### config.mk
export PLATFORM = sky130hd
export DESIGN_NAME = instr_fetch_queue
export DESIGN_NICKNAME = d
export VERILOG_FILES = /design/src/rtl/fetch_pkg.sv /design/src/rtl/fetch_fifo.sv /design/src/rtl/instr_fetch_queue.sv
export SDC_FILE = /design/constraint.sdc
export NUM_CORES = 1
export LEC_CHECK = 0
export ABC_AREA = 1
export CORE_UTILIZATION = 55
export DETAILED_ROUTE_END_ITERATION = 8
export GPL_TIMING_DRIVEN = 0
export PLACE_DENSITY = 0.8
export SETUP_SLACK_MARGIN = 0.1
export SLEW_MARGIN = 15
export SYNTH_ARGS = -nofsm -noshare
export SYNTH_HDL_FRONTEND = slang
export SYNTH_HIERARCHICAL = 1
export SYNTH_SLANG_ARGS = --single-unit
### constraint.sdc
create_clock -name clk -period 5.7 [get_ports clk]
set_clock_uncertainty 0.2 [all_clocks]
set_input_delay 1.14 -clock clk [delete_from_list [all_inputs] [get_ports clk]]
set_output_delay 1.14 -clock clk [all_outputs]
set_load 0.01 [all_outputs]
### src/rtl/fetch_pkg.sv
// Shared types and constants for the instruction fetch queue.
// Entry layout, bubble encoding and PC increment.
package fetch_pkg;

    typedef struct packed {
        logic [31:0] pc;
        logic [31:0] instr;
    } fetch_entry_t;

    localparam logic [31:0] BUBBLE_INSTR = 32'hFFFF_FFFF;
    localparam logic [31:0] PC_STEP      = 32'd4;

endpackage

### src/rtl/fetch_fifo.sv
// DEPTH-entry synchronous FIFO of fetch entries.
// Push, pop and flush; flush empties the queue in one edge.
module fetch_fifo
    import fetch_pkg::*;
#(
    parameter  int DEPTH = 4,
    localparam int AW    = $clog2(DEPTH),
    localparam int CW    = AW + 1
) (
    input  logic          clk,
    input  logic          rst,
    input  logic          push,
    input  logic          pop,
    input  logic          flush,
    input  fetch_entry_t  wr_data,
    output fetch_entry_t  head_data,
    output logic [CW-1:0] count
);

    fetch_entry_t  mem [DEPTH];
    logic [AW-1:0] head;
    logic [AW-1:0] tail;

    // Pointer and occupancy update; reset beats flush beats push/pop
    always_ff @(posedge clk) begin
        if (rst) begin
            head  <= '0;
            tail  <= '0;
            count <= '0;
        end else if (flush) begin
            head  <= '0;
            tail  <= '0;
            count <= '0;
        end else begin
            if (push) tail <= tail + AW'(1);
            if (pop)  head <= head + AW'(1);
            unique case ({push, pop})
                2'b10:   count <= count + CW'(1);
                2'b01:   count <= count - CW'(1);
                default: count <= count;
            endcase
        end
    end

    // Entry storage; contents are only meaningful while counted
    always_ff @(posedge clk) begin
        if (!rst && !flush && push) begin
            mem[tail] <= wr_data;
        end
    end

    assign head_data = mem[head];

endmodule

### src/rtl/instr_fetch_queue.sv
// Fetch stage: drives imem PC, queues {pc, instr}, feeds decode.
// Optional FETCH_PERF_CNT_EN adds perf_fetched / perf_flushed counters.
module instr_fetch_queue
    import fetch_pkg::*;
#(
    parameter  int          DEPTH    = 4,
    parameter  logic [31:0] RESET_PC = 32'h0000_0000,
    localparam int          CW       = $clog2(DEPTH) + 1
) (
    input  logic          clk,
    input  logic          rst,
    input  logic          stall,
    input  logic          jump_en,
    input  logic [31:0]   jump_dest,
    output logic [31:0]   imem_addr,
    input  logic [31:0]   imem_rdata,
    input  logic          imem_ready,
    output logic          d_valid,
    output logic [31:0]   d_pc,
    output logic [31:0]   d_instr,
    output logic [CW-1:0] q_count
`ifdef FETCH_PERF_CNT_EN
    ,
    output logic [31:0]   perf_fetched,
    output logic [31:0]   perf_flushed
`endif
);

    logic [31:0]  fetch_pc;
    logic         push;
    logic         pop;
    logic         flush;
    fetch_entry_t wr_entry;
    fetch_entry_t head_entry;

    // A redirect suppresses both queue ports for that edge
    assign flush = jump_en;
    assign pop   = !stall && (q_count != '0) && !jump_en;
    assign push  = imem_ready
                && ((q_count < CW'(DEPTH)) || pop)
                && !jump_en;

    assign wr_entry.pc    = fetch_pc;
    assign wr_entry.instr = imem_rdata;

    fetch_fifo #(
        .DEPTH (DEPTH)
    ) u_fifo (
        .clk       (clk),
        .rst       (rst),
        .push      (push),
        .pop       (pop),
        .flush     (flush),
        .wr_data   (wr_entry),
        .head_data (head_entry),
        .count     (q_count)
    );

    // Fetch address: redirect to word-aligned target, else step on push
    always_ff @(posedge clk) begin
        if (rst) begin
            fetch_pc <= RESET_PC;
        end else if (jump_en) begin
            fetch_pc <= jump_dest & ~32'd3;
        end else if (push) begin
            fetch_pc <= fetch_pc + PC_STEP;
        end
    end

    assign imem_addr = fetch_pc;

    // Head presented to decode, bubble when the queue is empty
    always_comb begin
        d_valid = (q_count != '0);
        d_pc    = 32'd0;
        d_instr = BUBBLE_INSTR;
        if (d_valid) begin
            d_pc    = head_entry.pc;
            d_instr = head_entry.instr;
        end
    end

`ifdef FETCH_PERF_CNT_EN
    logic [32:0] flush_sum;

    assign flush_sum = {1'b0, perf_flushed} + 33'(q_count);

    // Saturating counters; a jump does not clear them
    always_ff @(posedge clk) begin
        if (rst) begin
            perf_fetched <= '0;
            perf_flushed <= '0;
        end else begin
            if (push && (perf_fetched != 32'hFFFF_FFFF)) begin
                perf_fetched <= perf_fetched + 32'd1;
            end
            if (jump_en) begin
                perf_flushed <= flush_sum[32] ? 32'hFFFF_FFFF
                                              : flush_sum[31:0];
            end
        end
    end
`endif

endmodule
==> impl_metrics.py <==
metrics = {
    "status": {
        "status": "finished, final reports clean",
    },
    "power_and_ir_drop": {
        "net-switching-power_uw": 940,
        "seq_power_share_pct": 52.6,
        "swShare_pct": 20.5,
        "pwr_density_cell_nw_per_um2": 288,
        "p_int_uw": 3640,
        "leakage_uw": 0.00573,
        "comb_power_share_pct": 6.3,
        "peakVddDrop_mv": 0.236,
        "p_clk_share_pct": 41.1,
    },
    "synthesis": {
        "ys_top_cells_by_count": "edfxtp_1 (256), nor2_1 (212), nand2_1 (157)",
        "synthArstFlopShare_pct": 0,
        "synth_cells": 1170,
        "synth-edff-count": 256,
        "synth_top_area_share_pct": 60.8,
        "yosys_most_used_dff": "edfxtp_1",
        "syn_area_um2": 12700,
        "synth-seq-area-share_pct": 66.9,
        "ys_top_cells_by_area": "edfxtp_1 (61%), nor2_1 (6.3%), dfxtp_1 (6.2%)",
        "netlist.top_cell.by_area": "edfxtp_1",
        "synth.most_common_cell": "edfxtp_1",
        "ys_types": 33,
        "ys_seq_elements": 295,
        "synth_area_per_cell_um2": 10.8,
        "yosysWarnings": 6,
    },
    "grt": {
        "grt_max_degree": 26,
        "antenna_found_initial": 0,
        "grt_pass1_vias": 8965,
        "grt.total_usage_pct": 25.6,
        "overflow": 0,
        "grt_pass1_wl_um": 46500,
    },
    "floorplanning": {
        "row_count": 55,
        "die_h_um": 154,
        "num_io_pins": 169,
        "initial_core_util_pct": 56.0,
        "die_w_um": 154,
        "dieArea_um2": 23600,
        "coreArea_um2": 22600,
    },
    "timing": {
        "setup_tns_ns": 0,
        "setup-violations-final": 0,
        "min_period_ns": 4.35,
        "clock.fmax_mhz": 230,
        "rsz0062_at_grt": "false",
        "drv_slew": 0,
        "post-route-period-util_pct": 76.3,
        "hold_viol_final": 0,
        "tightest_slew_ns": 0.799,
        "slew_headroom_pct": 46.6,
    },
    "clock_network": {
        "clk-insertion-delay-late_ns": 0.55,
        "clk_pin_slew_ns": 0.06,
        "post_cts.repair.setup_buffers": 0,
        "cts.sinks": 295,
        "cts_buffers": 29,
        "holdBufCountCts": 0,
        "cts.repair.resized": 0,
        "cts_tree": "done",
        "htreeDepth": 1,
        "root_buffer": "clkbuf_16",
        "clockBufferDepth": 3,
    },
    "critical_path": {
        "rr_worst_depth": 10,
        "arrival_ns": 3.01,
        "rrSetupSlack_ns": 2.76,
        "cp.required_ns": 4.36,
        "critPathCapture": "d_pc[14]",
        "cp_max_fo": 10,
        "worstSetupStartpointType": "register",
        "cp-startpoint": "u_fifo/count[1]",
        "crit_type": "reg -> out",
        "timing.rr.start": "u_fifo/count[1]",
        "end_kind": "output pin",
        "r2r-end": "u_fifo/count[2]",
    },
    "place": {
        "place_area_um2": 15000,
        "io_buffers": 164,
        "gp_congestion": 0.866,
        "dp_hpwl_um": 20200,
        "dp.cells": 1638,
    },
    "worst_hold_path": {
        "hold_class": "reg -> reg",
    },
    "final_layout": {
        "antenna_cells": 0,
        "area_growth_pct": 25.8,
        "fin_area_um2": 15900,
        "fillCellCount": 1556,
        "drive_gt1_share_pct": 10.4,
        "final_cell_count_no_fill": 1692,
        "nets": 1460,
    },
    "route": {
        "via_per_inst": 5.47,
        "ant_nets": 0,
        "initialDrtViolationCount": 646,
        "drc_errors": 0,
        "dr_total_vias": 9249,
        "routed_wl_um": 30000,
        "wl_per_cell_um": 17.8,
        "drt-pass1-iter-count": 5,
    },
    "job": {
        "drv_cap": 0,
    },
}
[worst max-delay path: stages, from the launching register on]
cell and delay [ns]:
dfxtp_1 0.35, nor3_1 0.61, clkbuf_1 0.50, buf_2 0.37
nor2_1 0.13, clkdlybuf4s50_1 0.50
[cells by family (layout without fill, tap and decap cells)]
family	count (synthesis)	in the layout	share of synthesized area, %
AO/OA/AOI/OAI	251	251	10.7
XOR/XNOR	15	15	1.04
buffers and inverters	161	389	6.06
AND/OR/NAND/NOR	440	440	14.5
other	1	10	0.0296
adder cells (fa/ha/maj)	7	7	0.752
flip-flops	295	295	66.9
[power groups by stage]
stage                     Combinational, µW  Clock, µW  Sequential, µW
final                                   288       1880            2410
after global routing                    315       1990            2420
after CTS                               289       1910            2410
after detailed placement                287          0            2460
after global placement                  279          0            2460
after floorplan                         118          0            2450
[worst min path at each step]
stage	startpoint	to	slack, ns	cells after the start
after global placement	u_fifo/head[1]	u_fifo/head[1]	0.25	1
after CTS	u_fifo/head[1]	u_fifo/head[1]	0.29	1
after detailed placement	u_fifo/head[1]	u_fifo/head[1]	0.27	1
after global routing	u_fifo/head[1]	u_fifo/head[1]	0.32	1
final	u_fifo/head[1]	u_fifo/head[1]	0.31	1
after floorplan	u_fifo/head[1]	register	0.21	1
[area by class of cell]
cell class / count / area (µm²) / area share [%]
clock inverters: 13 / 146 / 0.920
plain buffers: 63 / 397 / 2.49
well taps: 285 / 357 / 2.24
repair buffers: 174 / 1890 / 11.9
clock buffers: 41 / 811 / 5.09
inverters: 98 / 370 / 2.33
flip-flops and latches: 295 / 8470 / 53.2
multi-input cells: 723 / 3480 / 21.9
[state kept, by name, indices dropped and copies added, names as in the netlist, named ones only]
register and count:
u_fifo/mem 256, u_fifo/head 2, u_fifo/count 3, u_fifo/tail 2
imem_addr 30
[metrics by stage]
stage	setup slack, ns	hold WS, ns	util, %	power, µW
2_1_floorplan	0.420	0.212	-	2570
3_3_place_gp	-2.22	0.254	65.0	2740
3_5_place_dp	1.44	0.273	66.3	2740
4_1_cts	1.24	0.293	70.5	4610
5_1_grt	1.09	0.320	70.5	4720
6_report	1.35	0.305	70.5	4580
[cell usage in the layout (no fill, tap or decap), drive strengths merged, types with 6 or more instances in the layout]
master and count:
a31oi 6, dfxtp 39, inv 98, nand2 162, clkbuf 68, or2 32, nor2 222, nand3 20
edfxtp 256, clkinv 10, ha 6, clkdlybuf4s50 164, o21ai 153, buf 46, o22ai 64, conb 10
a21oi 27, xor2 12
[routing by layer]
layer / global-route usage, % / vias up / share of wire, %
met5: 0 / - / 0
met4: 7.71 / 0 / 2.0
met3: 3.33 / 47 / 7.5
met2: 43.4 / 415 / 50
met1: 34.5 / 4356 / 41
li1: - / 4431 / -
Power figures use the tool's default switching activity.
